--- config.mk ---
export PLATFORM = sky130hd
export DESIGN_NAME = kill_the_bit_core_flat
export DESIGN_NICKNAME = d
export VERILOG_FILES = /design/src/rtl/kill_the_bit_core_if.sv /design/src/rtl/kill_the_bit_core.sv /design/src/flat_wrapper.sv
export SDC_FILE = /design/constraint.sdc
export NUM_CORES = 1
export LEC_CHECK = 0
export BUFFER_PORTS_ARGS = -buffer_cell sky130_fd_sc_hd__buf_4
export CAP_MARGIN = 20
export CORE_UTILIZATION = 31
export CTS_BUF_LIST = sky130_fd_sc_hd__clkbuf_4 sky130_fd_sc_hd__clkbuf_8 sky130_fd_sc_hd__clkbuf_16
export DETAILED_ROUTE_END_ITERATION = 8
export GPL_ROUTABILITY_DRIVEN = 0
export GPL_TIMING_DRIVEN = 0
export PLACE_DENSITY_LB_ADDON = 0.2
export SYNTH_ARGS = -nofsm -noshare
export SYNTH_HDL_FRONTEND = slang
export SYNTH_SLANG_ARGS = --single-unit
--- constraint.sdc ---
create_clock -name i_clk -period 4.52 [get_ports i_clk]
set_input_delay 0.452 -clock i_clk [delete_from_list [all_inputs] [get_ports i_clk]]
set_output_delay 0.452 -clock i_clk [all_outputs]
set_load 0.005 [all_outputs]
--- src/rtl/kill_the_bit_core_if.sv ---
// Game-side bundle for kill_the_bit_core: start/key inputs from the LED&KEY driver,
// display, status and score outputs back to it.
interface kill_the_bit_core_if #(
   parameter int WIDTH   = 8,
   parameter int SCORE_W = 8
);
   logic               i_start;
   logic [WIDTH-1:0]   i_keys;
   logic [WIDTH-1:0]   o_leds;
   logic [1:0]         o_state;
   logic [SCORE_W-1:0] o_score;
   logic [SCORE_W-1:0] o_misses;
   logic               o_tick;

   modport master (
      output i_start, i_keys,
      input  o_leds, o_state, o_score, o_misses, o_tick
   );

   modport slave (
      input  i_start, i_keys,
      output o_leds, o_state, o_score, o_misses, o_tick
   );
endinterface

--- src/rtl/kill_the_bit_core.sv ---
// Kill the Bit game engine: rotating WIDTH-bit pattern, key presses toggle bits, win/lose detection.
// Optional KILL_THE_BIT_SPEEDUP_EN: rotation period halves every 4 kills (up to x8).
module kill_the_bit_core #(
   parameter int               WIDTH        = 8,
   parameter int               TICK_CYCLES  = 50_000_000,
   parameter logic [WIDTH-1:0] INIT_PATTERN = WIDTH'(1),
   parameter int               SCORE_W      = 8
) (
   input logic               i_clk,
   input logic               rst,
   kill_the_bit_core_if.slave bus
);

   localparam int                 CNT_W     = $clog2(TICK_CYCLES);
   localparam int                 SUM_W     = SCORE_W + $clog2(WIDTH + 1);
   localparam logic [WIDTH-1:0]   ALL_ONES  = '1;
   localparam logic [SCORE_W-1:0] SCORE_MAX = '1;

   typedef enum logic [1:0] {
      IDLE = 2'd0,
      PLAY = 2'd1,
      WIN  = 2'd2,
      LOSE = 2'd3
   } state_t;

   state_t             state, state_n;
   logic [WIDTH-1:0]   pattern, pattern_n;
   logic [WIDTH-1:0]   key_prev, press, rotated;
   logic [WIDTH-1:0]   leds_q, leds_n;
   logic [SCORE_W-1:0] score, score_n;
   logic [SCORE_W-1:0] misses, misses_n;
   logic [CNT_W-1:0]   counter, counter_n, last;
   logic               phase, phase_n;
   logic               tick;

   function automatic logic [SCORE_W-1:0] sat_add(input logic [SCORE_W-1:0] base,
                                                  input logic [WIDTH-1:0]   hits);
      logic [SUM_W-1:0] sum;
      sum = SUM_W'(base) + SUM_W'($countones(hits));
      if (sum > SUM_W'(SCORE_MAX))
         return SCORE_MAX;
      return sum[SCORE_W-1:0];
   endfunction

`ifdef KILL_THE_BIT_SPEEDUP_EN
   logic [1:0]  level;
   logic [31:0] period;

   // Speed level follows the kill count; comparing with >= lets a shortened period wrap at once
   always_comb begin
      if ({4'b0, score} >= (SCORE_W + 4)'(12))
         level = 2'd3;
      else if ({4'b0, score} >= (SCORE_W + 4)'(8))
         level = 2'd2;
      else if ({4'b0, score} >= (SCORE_W + 4)'(4))
         level = 2'd1;
      else
         level = 2'd0;
      period = 32'(TICK_CYCLES) >> level;
      last   = CNT_W'(period - 32'd1);
   end
`else
   assign last = CNT_W'(TICK_CYCLES - 1);
`endif

   assign press   = bus.i_keys & ~key_prev;
   assign tick    = (state != IDLE) && (counter >= last);
   assign rotated = tick ? {pattern[WIDTH-2:0], pattern[WIDTH-1]} : pattern;

   assign bus.o_leds   = leds_q;
   assign bus.o_state  = state;
   assign bus.o_score  = score;
   assign bus.o_misses = misses;
   assign bus.o_tick   = tick;

   // State register
   always_ff @(posedge i_clk) begin
      if (rst)
         state <= IDLE;
      else
         state <= state_n;
   end

   // Next-state and game datapath; start overrides any same-cycle tick or press
   always_comb begin
      state_n   = state;
      pattern_n = pattern;
      score_n   = score;
      misses_n  = misses;
      counter_n = counter;
      phase_n   = phase;
      if (bus.i_start) begin
         state_n   = PLAY;
         pattern_n = INIT_PATTERN;
         score_n   = '0;
         misses_n  = '0;
         counter_n = '0;
         phase_n   = 1'b0;
      end else if (state == IDLE) begin
         counter_n = '0;
      end else begin
         counter_n = tick ? '0 : counter + CNT_W'(1);
         phase_n   = phase ^ tick;
         if (state == PLAY) begin
            pattern_n = rotated ^ press;
            score_n   = sat_add(score, press & rotated);
            misses_n  = sat_add(misses, press & ~rotated);
            if (pattern_n == '0)
               state_n = WIN;
            else if (pattern_n == ALL_ONES)
               state_n = LOSE;
         end
      end
   end

   // Display for the state being entered, so o_leds is registered alongside o_state
   always_comb begin
      leds_n = '0;
      case (state_n)
         PLAY:    leds_n = pattern_n;
         WIN:     leds_n = phase_n ? ALL_ONES : '0;
         LOSE:    leds_n = ALL_ONES;
         default: leds_n = '0;
      endcase
   end

   // Datapath registers; key_prev follows the keys even in reset so held keys never count
   always_ff @(posedge i_clk) begin
      key_prev <= bus.i_keys;
      if (rst) begin
         pattern <= '0;
         score   <= '0;
         misses  <= '0;
         counter <= '0;
         phase   <= 1'b0;
         leds_q  <= '0;
      end else begin
         pattern <= pattern_n;
         score   <= score_n;
         misses  <= misses_n;
         counter <= counter_n;
         phase   <= phase_n;
         leds_q  <= leds_n;
      end
   end

endmodule
--- src/flat_wrapper.sv ---
// flat-port wrapper written by rule: the top's interface ports become plain ports
module kill_the_bit_core_flat 
#(
   parameter int               WIDTH        = 8,
   parameter int               TICK_CYCLES  = 50_000_000,
   parameter logic [WIDTH-1:0] INIT_PATTERN = WIDTH'(1),
   parameter int               SCORE_W      = 8
)
  (i_clk, rst, bus_i_start, bus_i_keys, bus_o_leds, bus_o_state, bus_o_score, bus_o_misses, bus_o_tick);
  kill_the_bit_core_if #(.WIDTH(WIDTH), .SCORE_W(SCORE_W)) bus_i ();
  input logic i_clk;
  input logic rst;
  input wire logic [$bits(bus_i.i_start)-1:0] bus_i_start;
  input wire logic [$bits(bus_i.i_keys)-1:0] bus_i_keys;
  output wire logic [$bits(bus_i.o_leds)-1:0] bus_o_leds;
  output wire logic [$bits(bus_i.o_state)-1:0] bus_o_state;
  output wire logic [$bits(bus_i.o_score)-1:0] bus_o_score;
  output wire logic [$bits(bus_i.o_misses)-1:0] bus_o_misses;
  output wire logic [$bits(bus_i.o_tick)-1:0] bus_o_tick;
  assign bus_i.i_start = bus_i_start;
  assign bus_i.i_keys = bus_i_keys;
  assign bus_o_leds = bus_i.o_leds;
  assign bus_o_state = bus_i.o_state;
  assign bus_o_score = bus_i.o_score;
  assign bus_o_misses = bus_i.o_misses;
  assign bus_o_tick = bus_i.o_tick;
  kill_the_bit_core #(.WIDTH(WIDTH), .TICK_CYCLES(TICK_CYCLES), .INIT_PATTERN(INIT_PATTERN), .SCORE_W(SCORE_W)) u_core (.i_clk(i_clk), .rst(rst), .bus(bus_i));
endmodule
==> impl_metrics.env <==
export IMPL_cts_buffer_depth=2
export IMPL_drt_iter0_markers=102
export IMPL_worst_slack_ns=-0.207
export IMPL_max_stage_delay_ns=0.54
export IMPL_antenna_found_initial=0
export IMPL_post_synth_top_count_cell="dfxtp_1"
export IMPL_synth_main_ff_cell="dfxtp_1"
export IMPL_grt_pass1_vias=3029
export IMPL_initial_utilization_pct=31.9
export IMPL_path_cells="ha_4, and4_4, and2b_4, o2111ai_4, a21oi_4, buf_6, mux2_4, ha_4, ha_4, inv_2, fa_1, fa_1, inv_2, fa_2, inv_2, fa_2, nor2b_2, o21ai_2, a21oi_2, buf_4, nand3_2, nor3b_2, nor3_1"
export IMPL_timing_rr_end="u_core.bus.o_score[6]"
export IMPL_layout_drive_gt1_share_pct=32.8
export IMPL_vdd_drop_max_mv=0.171
export IMPL_hp_start="bus_i_keys[1]"
export IMPL_via_per_inst=4.79
export IMPL_rows=40
export IMPL_leakagePower_uw=0.00204
export IMPL_multiInputGateArea_um2=2570
export IMPL_drt_pass1_iterations=4
export IMPL_hold_depth=1
export IMPL_stdcell_count=641
export IMPL_hpwl_um=6080
export IMPL_hold_path_class="input port to flop"
export IMPL_post_route_drc_count=0
export IMPL_r2r_slack_ns=-0.21
export IMPL_synth_edf_count=0
export IMPL_fin_nets=546
export IMPL_setup_tns_ns=-1.61
export IMPL_outcome="finished, violations left"
export IMPL_r2r_start="u_core.counter[0]"
export IMPL_cts_root_buf="clkbuf_16"
export IMPL_crit_family="adder cells"
export IMPL_core_um2=12000
export IMPL_finalSetupViolations=13
export IMPL_crit_type="flop to flop"
export IMPL_timing_fmax_mhz=212
export IMPL_synthDistinctLibCells=54
export IMPL_die_x_um=113
export IMPL_area_growth_pct=33.8
export IMPL_violations="negative setup slack"
export IMPL_syn_cell_area_um2=3830
export IMPL_synthArstFlopShare_pct=0
export IMPL_vias=3073
export IMPL_cts_buffers=9
export IMPL_final_util_pct=42.6
export IMPL_post_place_cells=604
export IMPL_synth_top_area_cell="dfxtp_1"
export IMPL_syn_nets=476
export IMPL_clock_latency_ns=0.34
export IMPL_slew_viol_final=0
export IMPL_syn_inst=420
export IMPL_grtUsageTotal_pct=14.7
export IMPL_numClockSinks=69
export IMPL_min_to="u_core.key_prev[1]"
export IMPL_finalClockSkew_ns=0.00910
export IMPL_diodes=0
export IMPL_seq_area_frac_synth_pct=36.1
export IMPL_tritoncts="yes"
export IMPL_gr_total_overflow=0
export IMPL_min_period_over_period_pct=105
export IMPL_max_cap_violations=0
export IMPL_design_die_area_um2=12800
export IMPL_dieHeight_um=113
export IMPL_rr_worst_depth=23
export IMPL_grt_pass1_wl_um=14500
export IMPL_path_max_fanout=5
export IMPL_dpl_worst_slack_ns=-0.507
export IMPL_powerDensity_nw_per_um2=304
export IMPL_crit_path_end_kind="flop"
export IMPL_synth_area_top_cells="dfxtp_1 (36%), ha_1 (11%), fa_1 (6.3%)"
export IMPL_ctsHoldBuffers=0
export IMPL_grt_max_degree=13
export IMPL_yosysWarnings=0
export IMPL_slew_headroom_pct=50.3
export IMPL_worst_pin_slew_ns=0.746
export IMPL_fillCellCount=1185
export IMPL_rsz0062_at_grt="true"
export IMPL_hold_violations=0
export IMPL_ant_nets=0
export IMPL_wl_per_cell_um=13.5
export IMPL_synth_commonest_cells="dfxtp_1 (69), nor2_1 (53), inv_1 (38)"
export IMPL_synth_seq_cells=69
export IMPL_port_buffers=37
export IMPL_startpoint_type="flop"
export IMPL_cts_clk_slew_worst_paths_ns=0.06
export IMPL_seq_area_um2=1390
export IMPL_wl_um=8640
export IMPL_cp_slowest_cell="fa_1"
export IMPL_path_buf_inv=5
export IMPL_synth_avg_cell_area_um2=9.12
export IMPL_worstPathRequired_ns=4.73
export IMPL_htreeDepth=3
export IMPL_synth_top_area_share_pct=36.1
export IMPL_ios=38
export IMPL_fin_crit_ns=4.73
export IMPL_worstPathArrival_ns=4.93
-- stage by stage --
stage	instance area [um2]	hold WS [ns]	total power, uW
floorplan	3900	0.433	743
global placement	4360	0.446	793
detailed placement	4360	0.450	795
CTS	5030	0.205	1580
global route	5120	0.202	1640
finish	5120	0.216	1550
-- what timing repair did --
| item | CTS | global route |
|---|---|---|
| cloned | 1 | 0 |
| resized for setup | 47 | 17 |
| setup endpoints to repair | 16 | 16 |
| pin swaps | 34 | 16 |
| setup buffers | 16 | 5 |
-- final cells by class --
cell class,count,share of cell area [%]
Buffer,9,0.855
Clock buffer,9,4.40
Multi-Input combinational cell,299,50.2
Clock inverter,6,1.73
Tap cell,147,3.59
Sequential cell,69,27.2
Timing Repair Buffer,59,8.79
Inverter,43,3.20
-- cells by family after synthesis --
group / count (synthesis) / synth area share (%)
xor+xnor: 26 / 5.95
fa+ha+maj: 45 / 17.1
compound gates: 60 / 10.3
mux: 11 / 3.53
simple gates: 157 / 21.7
buf+inv: 52 / 5.36
flops: 69 / 36.1
-- cell usage in the layout, fill, tap and decap left out, types with 4 or more instances in the layout --
| cell type | synthesis | final |
|---|---|---|
| nand4_1 | 4 | 4 |
| fa_2 | 0 | 4 |
| ha_2 | 0 | 5 |
| ha_1 | 33 | 14 |
| xnor2_1 | 11 | 11 |
| clkbuf_16 | 0 | 9 |
| a21oi_2 | 1 | 4 |
| buf_4 | 0 | 57 |
| nand2b_1 | 7 | 6 |
| fa_1 | 12 | 8 |
| inv_1 | 38 | 29 |
| dfxtp_2 | 0 | 4 |
| mux2_4 | 5 | 5 |
| and3_1 | 6 | 6 |
| and2_1 | 5 | 5 |
| ha_4 | 0 | 14 |
| nor2b_1 | 13 | 12 |
| nor2_1 | 53 | 50 |
| xor2_1 | 15 | 15 |
| nand3_1 | 11 | 10 |
| a21oi_1 | 23 | 18 |
| o21ai_0 | 9 | 7 |
| o21bai_1 | 4 | 4 |
| a211oi_1 | 6 | 6 |
| a31oi_1 | 4 | 4 |
| clkbuf_1 | 6 | 6 |
| nand2_1 | 27 | 26 |
| inv_2 | 5 | 13 |
| dfxtp_1 | 69 | 63 |
-- layer usage --
metal,share of wire (%),GRT usage (%),vias to the layer above
met2,50,24.8,31
met3,3.0,3.96,8
met5,0,0,-
met1,46,17.6,1478
met4,1.5,6.05,0
li1,-,-,1556
-- power by group --
part	total (uW)	switching [uW]	leakage [uW]	internal [uW]
registers	629	9.12	0.000564	620
clock network	749	270	0.000147	479
logic	177	97.6	0.00132	79.2
-- flip-flops by register name (all words and copies together), names as in the netlist --
| register | cells |
|---|---|
| u_core.key_prev | 8 |
| u_core.bus.o_score | 8 |
| u_core.bus.o_leds | 8 |
| u_core.bus.o_state | 2 |
| u_core.counter | 26 |
| u_core.pattern | 8 |
| u_core.phase | 1 |
| u_core.bus.o_misses | 8 |
-- how the worst max path moves through the flow --
stage                       start                     end  slack, ns  cells past startpoint
5_1_grt        u_core.counter[22]  u_core.bus.o_misses[7]      -0.43                     21
4_1_cts         u_core.counter[0]   u_core.bus.o_score[6]      -0.29                     23
6_report        u_core.counter[0]   u_core.bus.o_score[6]      -0.21                     23
3_5_place_dp   u_core.counter[20]   u_core.bus.o_score[5]      -0.51                     22
2_1_floorplan   u_core.counter[0]   u_core.bus.o_score[5]       -0.1                     22
3_3_place_gp   u_core.counter[20]   u_core.bus.o_score[5]      -0.44                     21
Power figures use the tool's default switching activity.
